==> config.mk <==
export PLATFORM = sky130hd
export DESIGN_NAME = seq_divider_6by3
export DESIGN_NICKNAME = d
export VERILOG_FILES = /design/src/rtl/seq_divider_6by3.sv
export SDC_FILE = /design/constraint.sdc
export NUM_CORES = 1
export LEC_CHECK = 0
export BUFFER_PORTS_ARGS = -buffer_cell sky130_fd_sc_hd__buf_4
export CORE_AREA = 2 2 68 70
export DETAILED_ROUTE_END_ITERATION = 10
export DIE_AREA = 0 0 70 72
export SLEW_MARGIN = 20
export SYNTH_ARGS = -nofsm -noshare
export SYNTH_HDL_FRONTEND = slang
export SYNTH_SLANG_ARGS = --single-unit
==> constraint.sdc <==
create_clock -name clk -period 1.7 [get_ports clk]
set_input_delay 0.34 -clock clk [delete_from_list [all_inputs] [get_ports clk]]
set_output_delay 0.34 -clock clk [all_outputs]
set_load 0.005 [all_outputs]
==> src/rtl/seq_divider_6by3.sv <==
// seq_divider_6by3: multi-cycle restoring divider, DW-bit dividend by SW-bit
// divisor, one quotient bit resolved per clock, MSB first.
// Optional feature macro: DIV_SELFCHECK_EN adds check_err, which flags a result
// whose quotient*divisor+remainder does not reproduce the captured dividend.
//
// Handshake: an input transfer happens on an edge where in_valid && in_ready;
// an output transfer happens on an edge where out_valid && out_ready. in_ready
// is high only in IDLE and out_valid only in DONE, so the two transfers can
// never fall on the same edge and only one operation is ever in flight.
module seq_divider_6by3 #(
  parameter int DW = 6,
  parameter int SW = 3
) (
  input  logic          clk,
  input  logic          rst,
  input  logic          in_valid,
  output logic          in_ready,
  input  logic [DW-1:0] dividend,
  input  logic [SW-1:0] divisor,
  output logic          out_valid,
  input  logic          out_ready,
  output logic [DW-1:0] quotient,
  output logic [SW-1:0] remainder,
  output logic          div_by_zero,
`ifdef DIV_SELFCHECK_EN
  output logic          check_err,
`endif
  output logic [1:0]    dbg_state
);

  localparam int CW = (DW > 1) ? $clog2(DW) : 1;

  typedef enum logic [1:0] {
    S_IDLE = 2'd0,
    S_CALC = 2'd1,
    S_DONE = 2'd2
  } state_t;

  state_t        state_q, state_d;
  logic [DW-1:0] dsh_q, dsh_d;     // dividend bits shifting out, quotient bits shifting in
  logic [SW-1:0] dvs_q, dvs_d;     // captured divisor
  logic [SW:0]   prem_q, prem_d;   // partial remainder, one guard bit
  logic [CW-1:0] cnt_q, cnt_d;
  logic [DW-1:0] quot_q, quot_d;
  logic [SW-1:0] rem_q, rem_d;
  logic          dbz_q, dbz_d;
`ifdef DIV_SELFCHECK_EN
  logic [DW-1:0]    dvd_q, dvd_d;  // original dividend, kept for the self-check
  logic             chk_q, chk_d;
  logic [DW+SW-1:0] recon;
`endif

  logic          last_step;
  logic [SW:0]   shifted;
  logic [SW:0]   trial;
  logic          qbit;
  logic [SW:0]   step_rem;
  logic [DW-1:0] step_quot;

  assign last_step = (state_q == S_CALC) && (cnt_q == CW'(DW - 1));

  // State register and datapath registers, synchronous reset.
  always_ff @(posedge clk) begin
    if (rst) begin
      state_q <= S_IDLE;
      dsh_q   <= '0;
      dvs_q   <= '0;
      prem_q  <= '0;
      cnt_q   <= '0;
      quot_q  <= '0;
      rem_q   <= '0;
      dbz_q   <= 1'b0;
`ifdef DIV_SELFCHECK_EN
      dvd_q   <= '0;
      chk_q   <= 1'b0;
`endif
    end else begin
      state_q <= state_d;
      dsh_q   <= dsh_d;
      dvs_q   <= dvs_d;
      prem_q  <= prem_d;
      cnt_q   <= cnt_d;
      quot_q  <= quot_d;
      rem_q   <= rem_d;
      dbz_q   <= dbz_d;
`ifdef DIV_SELFCHECK_EN
      dvd_q   <= dvd_d;
      chk_q   <= chk_d;
`endif
    end
  end

  // Next-state logic: divide-by-zero skips CALC and goes straight to DONE.
  always_comb begin
    state_d = state_q;
    case (state_q)
      S_IDLE: if (in_valid) state_d = (divisor == '0) ? S_DONE : S_CALC;
      S_CALC: if (last_step) state_d = S_DONE;
      S_DONE: if (out_ready) state_d = S_IDLE;
      default: state_d = S_IDLE;
    endcase
  end

  // One restoring step: the guard bit of the trial difference is the borrow.
  always_comb begin
    shifted   = {prem_q[SW-1:0], dsh_q[DW-1]};
    trial     = shifted - {1'b0, dvs_q};
    qbit      = ~trial[SW];
    step_rem  = qbit ? trial : shifted;
    step_quot = {dsh_q[DW-2:0], qbit};
  end

`ifdef DIV_SELFCHECK_EN
  // Rebuild the dividend from the result about to be loaded.
  always_comb begin
    recon = (DW+SW)'(step_quot) * (DW+SW)'(dvs_q) + (DW+SW)'(step_rem[SW-1:0]);
  end
`endif

  // Datapath next values: capture on accept, shift in CALC, load result at the end.
  always_comb begin
    dsh_d  = dsh_q;
    dvs_d  = dvs_q;
    prem_d = prem_q;
    cnt_d  = cnt_q;
    quot_d = quot_q;
    rem_d  = rem_q;
    dbz_d  = dbz_q;
`ifdef DIV_SELFCHECK_EN
    dvd_d  = dvd_q;
    chk_d  = chk_q;
`endif
    case (state_q)
      S_IDLE: begin
        if (in_valid) begin
          dsh_d  = dividend;
          dvs_d  = divisor;
          prem_d = '0;
          cnt_d  = '0;
`ifdef DIV_SELFCHECK_EN
          dvd_d  = dividend;
`endif
          if (divisor == '0) begin
            quot_d = '1;
            rem_d  = '0;
            dbz_d  = 1'b1;
`ifdef DIV_SELFCHECK_EN
            chk_d  = 1'b0;
`endif
          end
        end
      end
      S_CALC: begin
        dsh_d  = step_quot;
        prem_d = step_rem;
        cnt_d  = cnt_q + CW'(1);
        if (last_step) begin
          quot_d = step_quot;
          rem_d  = step_rem[SW-1:0];
          dbz_d  = 1'b0;
`ifdef DIV_SELFCHECK_EN
          chk_d  = (recon != (DW+SW)'(dvd_q));
`endif
        end
      end
      default: ;
    endcase
  end

  // Outputs: handshake flags decode the registered state, results come from registers.
  always_comb begin
    in_ready    = (state_q == S_IDLE);
    out_valid   = (state_q == S_DONE);
    quotient    = quot_q;
    remainder   = rem_q;
    div_by_zero = dbz_q;
`ifdef DIV_SELFCHECK_EN
    check_err   = chk_q;
`endif
    dbg_state   = state_q;
  end

endmodule
# [Word-level counts from Yosys, hierarchy flattened]
# Index checks and enable logic that the tools add are counted.
[word_totals] regBits=27
[op_classes] muxes=24 n_addsub=2 n_reduce_logical=8 eq_ne=7 n_bitwise=1
[op_table] op="two-way mux 6 bit" count=4
[op_table] op="case mux 6 bit (2 select lines)" count=2
[op_table] op="two-way mux 3 bit" count=6
[op_table] op="case mux 3 bit (2 select lines)" count=3
[op_table] op="two-way mux 2 bit" count=4
[op_table] op="case mux 2 bit (3 select lines)" count=1
[op_table] op="inequality test 2 x 1 -> 1 bit, second input constant" count=2
[op_table] op="inequality test 2 bit, second input constant" count=2
[op_table] op="AND reduction 2 bit" count=2
[op_table] op="AND reduction 4 bit" count=1
[op_table] op="subtractor 4 x 3 -> 4 bit" count=1
[op_table] op="adder 3 x 1 -> 3 bit, second input constant" count=1
[op_table] op="== test 3 bit, second input constant" count=1
[op_table] op="logical NOT 3 bit" count=1
[op_table] op="two-way mux 1 bit" count=3
[op_table] op="AND reduction 3 bit" count=1
[op_table] op="== test 2 x 1 -> 1 bit, second input constant" count=1
[op_table] op="== test 2 bit, second input constant" count=1
[op_table] op="logical NOT 2 bit" count=1
[op_table] op="case mux 1 bit (2 select lines)" count=1
[op_table] op="nonzero test 2 bit" count=1
[op_table] op="logical AND 1 bit" count=1
[op_table] op="inverter 1 bit" count=1

# [Longest topological paths before layout]
# Gate-level depths: netlist (run 1).
[logic_depth] ltp_word=4 mapped_depth=8 ltp_nobuf=7

# [Worst setup path after synthesis (run 1)]
# OpenSTA, ideal clock, no wires.
[synth_timing] path_type="flip-flop to flip-flop" startpoint="register dvs_q[2]" endpoint="register prem_q[1]" path_stages_with_launch=9 path_slack_ns=-0.151 arrival_ns=1.724 required_time_ns=1.572 synth_period_minus_slack_ns=1.851 setup_time_ns=0.128 n_path_buf=1 path_cell_list="dfxtp_1 inv_1 ha_1 and3b_1 or3_1 buf_6 a21o_1 a32oi_1 nor2_1"
[synth_between] elab_chain_len=3
[synth_rtl] element="start: declaration" line="41" source="logic [SW-1:0] dvs_q, dvs_d;"
[synth_rtl] element="start signal: assignment" line="80" source="dvs_q <= dvs_d;"
[synth_rtl] element="subtractor 4 x 3 -> 4 bit" line="107" source="trial = shifted - {1'b0, dvs_q};"
[synth_rtl] element="two-way mux 3 bit" line="109" source="step_rem = qbit ? trial : shifted;"
[synth_rtl] element="case mux 3 bit (2 select lines)" line="133" source="case (state_q)"
[synth_rtl] element="end signal: assignment" line="81" source="prem_q <= prem_d;"
[synth_rtl] element="end: declaration" line="42" source="logic [SW:0] prem_q, prem_d;"
# Every way passes these cells.
# A chain may end at the register's enable or synchronous reset.

# [Worst setup path after layout (run 1)]
# Ends and elaborated chain as after synthesis.

==> results, run 1 <==
- The die covers approximately 5000 sq um.
- The tool flagged a number of max-cap violations equal to 0.
- Synthesis produced a netlist with a net count of roughly 170.
- The tightest min-delay check is of the primary input to flop type.
- Wires add up to just under 3 mm.
- Setup violations remaining at the end of the flow were counted as 3.
- Compared with the post-synthesis result, the final layout area differs by 35.0%.
- The starting density of the core is 29.4%.
- The die is 72 um tall.
- The region available for standard cell placement spans around 4300 sq um.
- The final count of pins violating max slew is 0.
- The maximum number of buffers from clock root to sink is 2.
- Of the available clock period, the critical path in the final layout requires 103%.
- Across every metal layer, demand over resource in global routing totals 12.8%.
- The internal portion of the total power is 0.00102 W.
- For this run, the slowest stage of the critical path takes ~0.42 ns.
- The most frequent cell after synthesis is sky130_fd_sc_hd__dfxtp_1.
- The post-detailed-placement half-perimeter wirelength is around 2.1 mm.
- The critical path is of the flop to flop type.
- The boundary pin count is 27.
- The number of cells on the worst reg-to-reg path is 7.
- The count of nets after finishing is 203.
- The number of antenna diodes in the final layout is 0.
- After synthesis, the largest area contributor takes up a little over two fifths of total cell area.
- The transition time of the tightest slew-check pin is approximately 0.45 ns.
- The sequential cell fraction of total power is between 40% and 50%.
- The total overflow left after global routing is 0.
- The reported leakage power is between 0.6 and 0.7 nW.
- The worst reg-to-reg setup slack is -0.05 ns.
- The switching power is approximately 0.00043 W.
- The number of clock buffers added by TritonCTS is 3.
- The slowest cell on the critical path is sky130_fd_sc_hd__or3_4.
- Across all layers, the routed design uses 1,128 vias.
- The row count is 24.
- The endpoint identified for the worst register-to-register timing path is prem_q[1].
- Setup repair after global routing could not meet its margin everywhere.
- CTS saw 27 sinks.
- The worst-case setup margin in the final layout is -0.0495 ns.
- Static timing analysis puts the maximum clock frequency at approximately 570 MHz.
- After the flow finishes, the layout carries non-filler instances totaling 235.
- During placement, the flow inserted port buffers numbering 26.
- The wire length of the first global-routing pass is 5.30 mm.
- After synthesis, the cell types taking the most area are sky130_fd_sc_hd__dfxtp_1 43%, sky130_fd_sc_hd__nand2_1 6.9%, sky130_fd_sc_hd__nor2_1 6.9%.
- The worst min-delay path startpoint is out_ready.
- The proportion of power drawn by the clock network is roughly a quarter.
- The clock latency reported for the late side of the worst-skew pair is ~0.27 ns.
- Including well taps, the total number of placed cells is between 200 and 250.
- Measured against its own limit, the worst slew margin works out to a little over two thirds.
- Of all flip-flops after synthesis, the portion carrying an async set or reset was 0%.
- Buffers inserted to repair hold after CTS numbered 0.
- The global placer's final weighted congestion is approximately 0.79.
- The setup TNS is -0.0939 ns.
- The detail-routed via count per cell is ~4.8.
- The switching share of total power is between 20 and 30%.
- The count of nets left with antenna violations after detail routing is 0.
- The largest net degree at the start of global routing is 29.
- The share of the core filled with cells in the final layout is about two fifths.
- The top fanout value on the critical path is 7.
- After clock tree synthesis, the clock-pin slew on the worst setup and hold paths is approximately 0.10 ns.
- Together, buffers and inverters on the worst path number 1.
- The fill cell total of the finished layout is roughly 460.
- The buffer type at the clock tree root is sky130_fd_sc_hd__clkbuf_8.
- Grouping stages by cell kind, the critical path spends the most delay in simple AND/OR/NAND/NOR gates.
- Traced cell by cell, the critical path runs through inv_2 > ha_4 > and3b_1 > or3_4 > a21o_1 > a32oi_1 > nor2_1.
- The remaining routing DRC violations is 0.
- The detailed-router iteration count before antenna repair is 4.
- The run finished, with violations left.
- In this run, the number of DRC markers left after iteration 0 of detailed routing was 40.
- The share of total power dissipated in combinational logic is ~26%.
- The horizontal die dimension is ~70 um.
- The sequential element share of the synthesized area is 43.2%.
- Summed over all instances, the cell type with the most area after synthesis is sky130_fd_sc_hd__dfxtp_1.
- Across the VDD grid, the largest voltage drop is between 0.3 and 0.4 mV.
- Yosys mapped a number of flops with a built-in enable equal to 0.
- For the worst setup path, the data arrival time is roughly 1.9 ns.
- The number of global-route vias before repair is between 1,000 and 1,500.
- The source of the worst register-to-register timing path is dvs_q[2].
- The minimum setup slack after placement is -0.154 ns.
- The cell area that synthesis handed to floorplanning was 1250 sq um.
- The per-instance average area after synthesis is roughly 8.4 sq um.
- Counting flops and latches in the post-synthesis netlist gives 27.
- The number of antenna violations at the first check in global routing was 0.
- Counting instances in the post-synthesis netlist gives the leading cell types as 27 x sky130_fd_sc_hd__dfxtp_1, 23 x sky130_fd_sc_hd__nand2_1, 23 x sky130_fd_sc_hd__nor2_1.
- The most used flip-flop cell after synthesis is sky130_fd_sc_hd__dfxtp_1.
- On the final layout, the worst clock skew is between 0.003 and 0.004 ns.
- The number of different library cells used by synthesis comes to 35.
- Synthesis handed over a netlist of ~150 instances.
- Of the cells placed in the final design, the portion with a size suffix greater than 1 is between 30% and 40%.
- The capture point of the worst path is prem_q[1].
- The average wire length per cell after detail routing is roughly 13 um.
- The hold violation total from the final report is 0.
- The final reports fail on negative setup slack.
- The startpoint of the most critical setup path is dvs_q[2].
- The logic depth of the worst setup path including buffers is 7.
- The number of levels in the clock H-tree is 1.
- The number of synthesis warnings is 0.
- The critical path data required time is ~1.9 ns.
- The worst setup path is captured at a flop.
- TritonCTS built the clock tree.
- The critical path startpoint category is a flop.
- For this design the ratio of total power to cell area is around 860 nW/um^2.
- The minimum clock period after layout is 1.75 ns.
## area by class of cell
type                            count  area (sq um)  share of cell area (%)
Multi-Input combinational cell    108           702                    41.5
Clock buffer                        3          41.3                    2.44
Inverter                            5          18.8                    1.11
Clock inverter                      1          7.51                   0.444
Timing Repair Buffer               39           309                    18.3
Sequential cell                    27           547                    32.3
Tap cell                           52          65.1                    3.85
## repair_timing
item | in CTS | in global routing
gates resized for setup | 6 | 7
setup endpoints to repair | 8 | 8
pin swaps | 7 | 6
buffers inserted | 1 | 0
## power by group through the flow
| stage | logic, W | registers (W) | clock network (W) |
|---|---|---|---|
| global route | 0.000419 | 0.000710 | 0.000417 |
| CTS | 0.000347 | 0.000702 | 0.000389 |
| detailed placement | 0.000327 | 0.000713 | 0 |
| finish | 0.000371 | 0.000702 | 0.000376 |
| floorplan | 0.000226 | 0.000711 | 0 |
| global placement | 0.000323 | 0.000712 | 0 |
## worst min path at each step
stage,end,cells past startpoint,slack (ns)
5_1_grt,dbg_state[1],3,0.33
4_1_cts,dbg_state[1],3,0.31
3_3_place_gp,remainder[1],2,0.45
2_1_floorplan,dvs_q[0],2,0.44
3_5_place_dp,remainder[1],2,0.45
6_report,dbg_state[1],3,0.32
## tightest hold or removal path, cell delays in order
cell and delay (ns):
sky130_fd_sc_hd__buf_4 0.07, sky130_fd_sc_hd__nand2b_1 0.08, sky130_fd_sc_hd__a21oi_1 0.06
## through the flow
step | total power, W | hold slack [ns] | area [sq um]
after floorplan | 0.000936 | 0.440 | 1270
after global placement | 0.00104 | 0.446 | 1580
after detailed placement | 0.00104 | 0.448 | 1580
after CTS | 0.00144 | 0.314 | 1660
after global routing | 0.00155 | 0.326 | 1690
final | 0.00145 | 0.317 | 1690
## cell families (layout without fill, tap and decap cells)
kind of cell             Yosys count  after routing  share of synthesized area [%]
flip-flops                        27             27                           43.2
adder cells (fa/ha/maj)            6              6                           6.59
buffers and inverters             14             48                           5.30
XOR/XNOR                           1              1                          0.699
AO/OA/AOI/OAI                     37             37                           21.1
AND/OR/NAND/NOR                   64             64                           23.2
## metal layers
metal	up-vias	wire length [um]	GRT usage (%)
li1	584	-	-
met1	528	1460	18.4
met2	14	1370	19.7
met3	2	98	2.22
met4	0	17	3.85
met5	-	0	0
## cells in the final DEF (no fill, tap or decap), types with 2 or more instances in the layout
cell                       count
sky130_fd_sc_hd__buf_4        37
sky130_fd_sc_hd__nor2_1       23
sky130_fd_sc_hd__nand2_1      23
sky130_fd_sc_hd__dfxtp_1      22
sky130_fd_sc_hd__a21oi_1      12
sky130_fd_sc_hd__a211oi_1      6
sky130_fd_sc_hd__a311oi_1      6
sky130_fd_sc_hd__dfxtp_2       5
sky130_fd_sc_hd__nand3_1       4
sky130_fd_sc_hd__inv_2         3
sky130_fd_sc_hd__nand3b_1      3
sky130_fd_sc_hd__clkbuf_8      3
sky130_fd_sc_hd__inv_1         2
sky130_fd_sc_hd__nor2b_1       2
sky130_fd_sc_hd__a21o_2        2
sky130_fd_sc_hd__nand4_1       2
sky130_fd_sc_hd__a21o_1        2
sky130_fd_sc_hd__nand2b_1      2
sky130_fd_sc_hd__ha_4          2
sky130_fd_sc_hd__ha_1          2
## flip-flops by register name, summed over array words and instances (netlist names)
signal,cells
dvs_q,3
div_by_zero,1
quotient,6
dsh_q,6
dbg_state,2
cnt_q,3
remainder,3
prem_q,3
No activity file was read; power rests on OpenSTA's default activity.
==> run 2, diff against run 1 <==
--- a/config.mk
+++ b/config.mk
@@ -6,9 +6,12 @@
 export NUM_CORES = 1
 export LEC_CHECK = 0
 export BUFFER_PORTS_ARGS = -buffer_cell sky130_fd_sc_hd__buf_4
-export CORE_AREA = 2 2 68 70
+export CELL_PAD_IN_SITES_DETAIL_PLACEMENT = 2
+export CELL_PAD_IN_SITES_GLOBAL_PLACEMENT = 2
+export CORE_AREA = 2 2 70 72
 export DETAILED_ROUTE_END_ITERATION = 10
-export DIE_AREA = 0 0 70 72
+export DIE_AREA = 0 0 72 74
+export PLACE_DENSITY_LB_ADDON = 0.1
 export SLEW_MARGIN = 20
 export SYNTH_ARGS = -nofsm -noshare
 export SYNTH_HDL_FRONTEND = slang
==> run 2 against run 1 <==
Effect of this change:
- the flow still finishes with violations (negative setup slack)
- worst setup slack lost 0.022 ns
- register-to-register slack got worse by 0.02 ns
- sequential share of layout area fell by 0.12 points
- first-iteration DRC count fell by 80%
- fmax down 1.2%
- critical path type unchanged
- critical path depth did not move
- critical endpoint unchanged
- highest routed layer unchanged
- wire length is 25% higher
- non-clock buffer count is the same
- flip-flop and latch count is the same
- hold slack worse by 0.012 ns
- clock power is 5.3% higher
==> results, run 2 (synthesis gave the netlist of run 1 again) <==
- The detailed-router iteration count before antenna repair is 4 (unchanged).
- The portion of the clock cycle consumed by the worst path in the final layout is 104% (was 103%).
- The wire length of the first global-routing pass is 6.00 mm (was 5.30 mm).
- The minimum setup slack after placement came to -0.169 ns (was -0.154 ns).
- The achievable clock frequency was 565 MHz (was 572 MHz).
- The die height is 74 um (was 72 um).
- The maximum number of buffers from clock root to sink came to 2 (unchanged).
- The TritonCTS clock tree was done (unchanged).
- The endpoint type of the worst setup path is a flop (unchanged).
- The power density relative to cell area is 876 nW/um^2 (was 857 nW/um^2).
- The startpoint of the most critical setup path is dvs_q[2] (unchanged).
- The clock skew was 0.00605 ns (was 0.00345 ns).
- The row count is 25 (was 24).
- Failing checks: negative setup slack (unchanged).
- Outcome: finished, violations left (unchanged).
- The source of the worst register-to-register timing path is dvs_q[2] (unchanged).
- The count of nets left with antenna violations after detail routing is 0 (unchanged).
- The final routed wirelength across all metal layers is 3.68 mm (was 2.95 mm).
- The placeable core region came to 4600 sq um (was 4260 sq um).
- The total via count in the routed design is 1,192 (was 1,128).
- The number of violations reported at the end of detailed-routing iteration 0 is 8 (was 40).
- The clock latency reported for the late side of the worst-skew pair was 0.28 ns (was 0.27 ns).
- The average wire length per cell after detail routing was 15.5 um (was 12.5 um).
- The number of global-route vias before repair is 1,261 (was 1,166).
- The final cell count without fillers is 237 (was 235).
- The boundary pin count was 27 (unchanged).
- The arrival time of the worst setup path came to 1.94 ns (was 1.91 ns).
- The cell count of the worst reg-to-reg path is 7 (unchanged).
- The worst-case setup margin in the final layout is -0.0714 ns (was -0.0495 ns).
- The worst reg-to-reg setup slack is -0.07 ns (was -0.05 ns).
- The global placer's final weighted congestion is 0.734 (was 0.786).
- The peak supply drop is 0.316 mV (was 0.310 mV).
- The fill cell total of the finished layout came to 529 (was 455).
- The top fanout value on the critical path is 7 (unchanged).
- The clock-pin slew on the worst setup and hold paths is 0.10 ns (about the same).
- The headroom to the max-slew limit is 71.6% (was 70.2%).
- The total non-filler cell area in the finished layout is 1700 sq um (was 1690 sq um).
- The antenna diode instance count is 0 (unchanged).
- The area growth from synthesis to final layout is 35.5% (was 35.0%).
- The minimum clock period after layout is 1.77 ns (was 1.75 ns).
- The final count of pins violating max slew was 0 (unchanged).
- The worst hold slack across all endpoints was 0.305 ns (was 0.317 ns).
- The number of levels in the clock H-tree is 1 (unchanged).
- Unrepaired setup endpoints after global routing: true (unchanged).
- Commonest cells after routing, fill and taps aside: 38 x sky130_fd_sc_hd__buf_4, 23 x sky130_fd_sc_hd__nor2_1, 23 x sky130_fd_sc_hd__nand2_1 (was 37 x sky130_fd_sc_hd__buf_4, 23 x sky130_fd_sc_hd__nor2_1, 23 x sky130_fd_sc_hd__nand2_1).
- The hold violation total from the final report is 0 (unchanged).
- The number of antenna violations at the first check in global routing is 0 (unchanged).
- The cell area after placement is 1590 sq um (was 1580 sq um).
- The transition time of the tightest slew-check pin came to 0.424 ns (was 0.446 ns).
- The combined global-route utilization of all metal layers is 14.8% (was 12.8%).
- The reported max-cap violation count is 0 (unchanged).
- The critical path data required time is 1.87 ns (was 1.86 ns).
- The floorplan die area is 5330 sq um (was 5040 sq um).
- The detail-routed via count per cell is 5.03 (was 4.80).
- The worst reg2reg path endpoint is prem_q[1] (unchanged).
- The post-detailed-placement half-perimeter wirelength is 2.69 mm (was 2.08 mm).
- The fraction of final layout cells with drive strength greater than 1 is 35.5% (was 35.0%).
- The commonest non-fill, non-tap cell in the layout is sky130_fd_sc_hd__buf_4 (unchanged).
- The buffer type at the clock tree root is sky130_fd_sc_hd__clkbuf_8 (unchanged).
- The remaining routing DRC violations is 0 (unchanged).
- The kind of critical path is flop to flop (unchanged).
- The class of the tightest hold or removal check was primary input to flop (unchanged).
- The reported leakage power is 0.677 nW (was 0.674 nW).
- The capture point of the worst path is prem_q[1] (unchanged).
- The share of the core filled with cells in the final layout is 36.9% (was 39.6%).
- The number of buffers created by CTS is 3 (unchanged).
- The count of input and output buffers is 26 (unchanged).
- The count of nets after finishing was 203 (unchanged).
- The count of placed standard cells including taps is 232 (was 230).
- The horizontal die dimension is 72 um (was 70 um).
- The starting density of the core was 27.2% (was 29.4%).
- The critical path startpoint category was a flop (unchanged).
- The count of endpoints failing setup in the final report is 4 (was 3).
- The residual overflow from global routing is 0 (unchanged).
- The total number of clock tree sinks is 27 (unchanged).
- The number of buffers added to fix hold violations after cts is 0 (unchanged).
- The largest net degree at the start of global routing is 29 (unchanged).
==> run 2: worst min-delay path by stage <==
stage | startpoint | end | slack [ns] | depth (start not counted)
finish | divisor[1] | dvs_q[1] | 0.31 | 3
detailed placement | dvs_q[2] | dvs_q[2] | 0.46 | 2
CTS | divisor[1] | dvs_q[1] | 0.31 | 3
global placement | remainder[0] | remainder[0] | 0.45 | 2
global route | divisor[1] | dvs_q[1] | 0.32 | 3
floorplan | dvs_q[0] | dvs_q[0] | 0.44 | 2
==> run 2: per-stage QoR <==
| step | setup TNS, ns | total power [W] |
|---|---|---|
| 2_1_floorplan | -0.139 | 0.000936 |
| 3_3_place_gp | -0.443 | 0.00104 |
| 3_5_place_dp | -0.853 | 0.00106 |
| 4_1_cts | -0.153 | 0.00148 |
| 5_1_grt | -0.465 | 0.00158 |
| 6_report | -0.0983 | 0.00149 |
==> run 2: worst max-delay path: stages, from the launching register on <==
cell and delay (ns):
sky130_fd_sc_hd__dfxtp_2 0.35, sky130_fd_sc_hd__inv_2 0.04, sky130_fd_sc_hd__ha_4 0.21, sky130_fd_sc_hd__and3b_1 0.17, sky130_fd_sc_hd__or3_4 0.43, sky130_fd_sc_hd__a21o_1 0.20, sky130_fd_sc_hd__a32oi_1 0.19, sky130_fd_sc_hd__nor2_1 0.07
==> run 2: final cells by class <==
class	instances	area [sq um]	share of cell area, %
Clock buffer	3	41.3	2.43
Timing Repair Buffer	39	305	18.0
Sequential cell	27	547	32.2
Inverter	5	18.8	1.11
Clock inverter	1	7.51	0.442
Tap cell	54	67.6	3.98
Multi-Input combinational cell	108	709	41.8
==> run 2: layer usage <==
metal | up-vias | routed length (um) | track usage, % | part of all wire [%]
li1 | 581 | - | - | -
met1 | 586 | 1650 | 18.1 | 45
met2 | 20 | 1870 | 26.4 | 51
met3 | 5 | 118 | 2.57 | 3.2
met4 | 0 | 45 | 5.03 | 1.2
met5 | - | 0 | 0 | 0
==> run 2: repair_timing <==
item | 4_1_cts | 5_1_grt
buffers inserted | 0 | 1
gates resized for setup | 12 | 1
pin swaps | 11 | 3
setup endpoints to repair | 8 | 7
==> run 2: power breakdown <==
group	switching, W	internal [W]
Sequential	0.0000305	0.000674
Clock	0.000229	0.000167
Combinational	0.000199	0.000186
Total	0.000459	0.00103
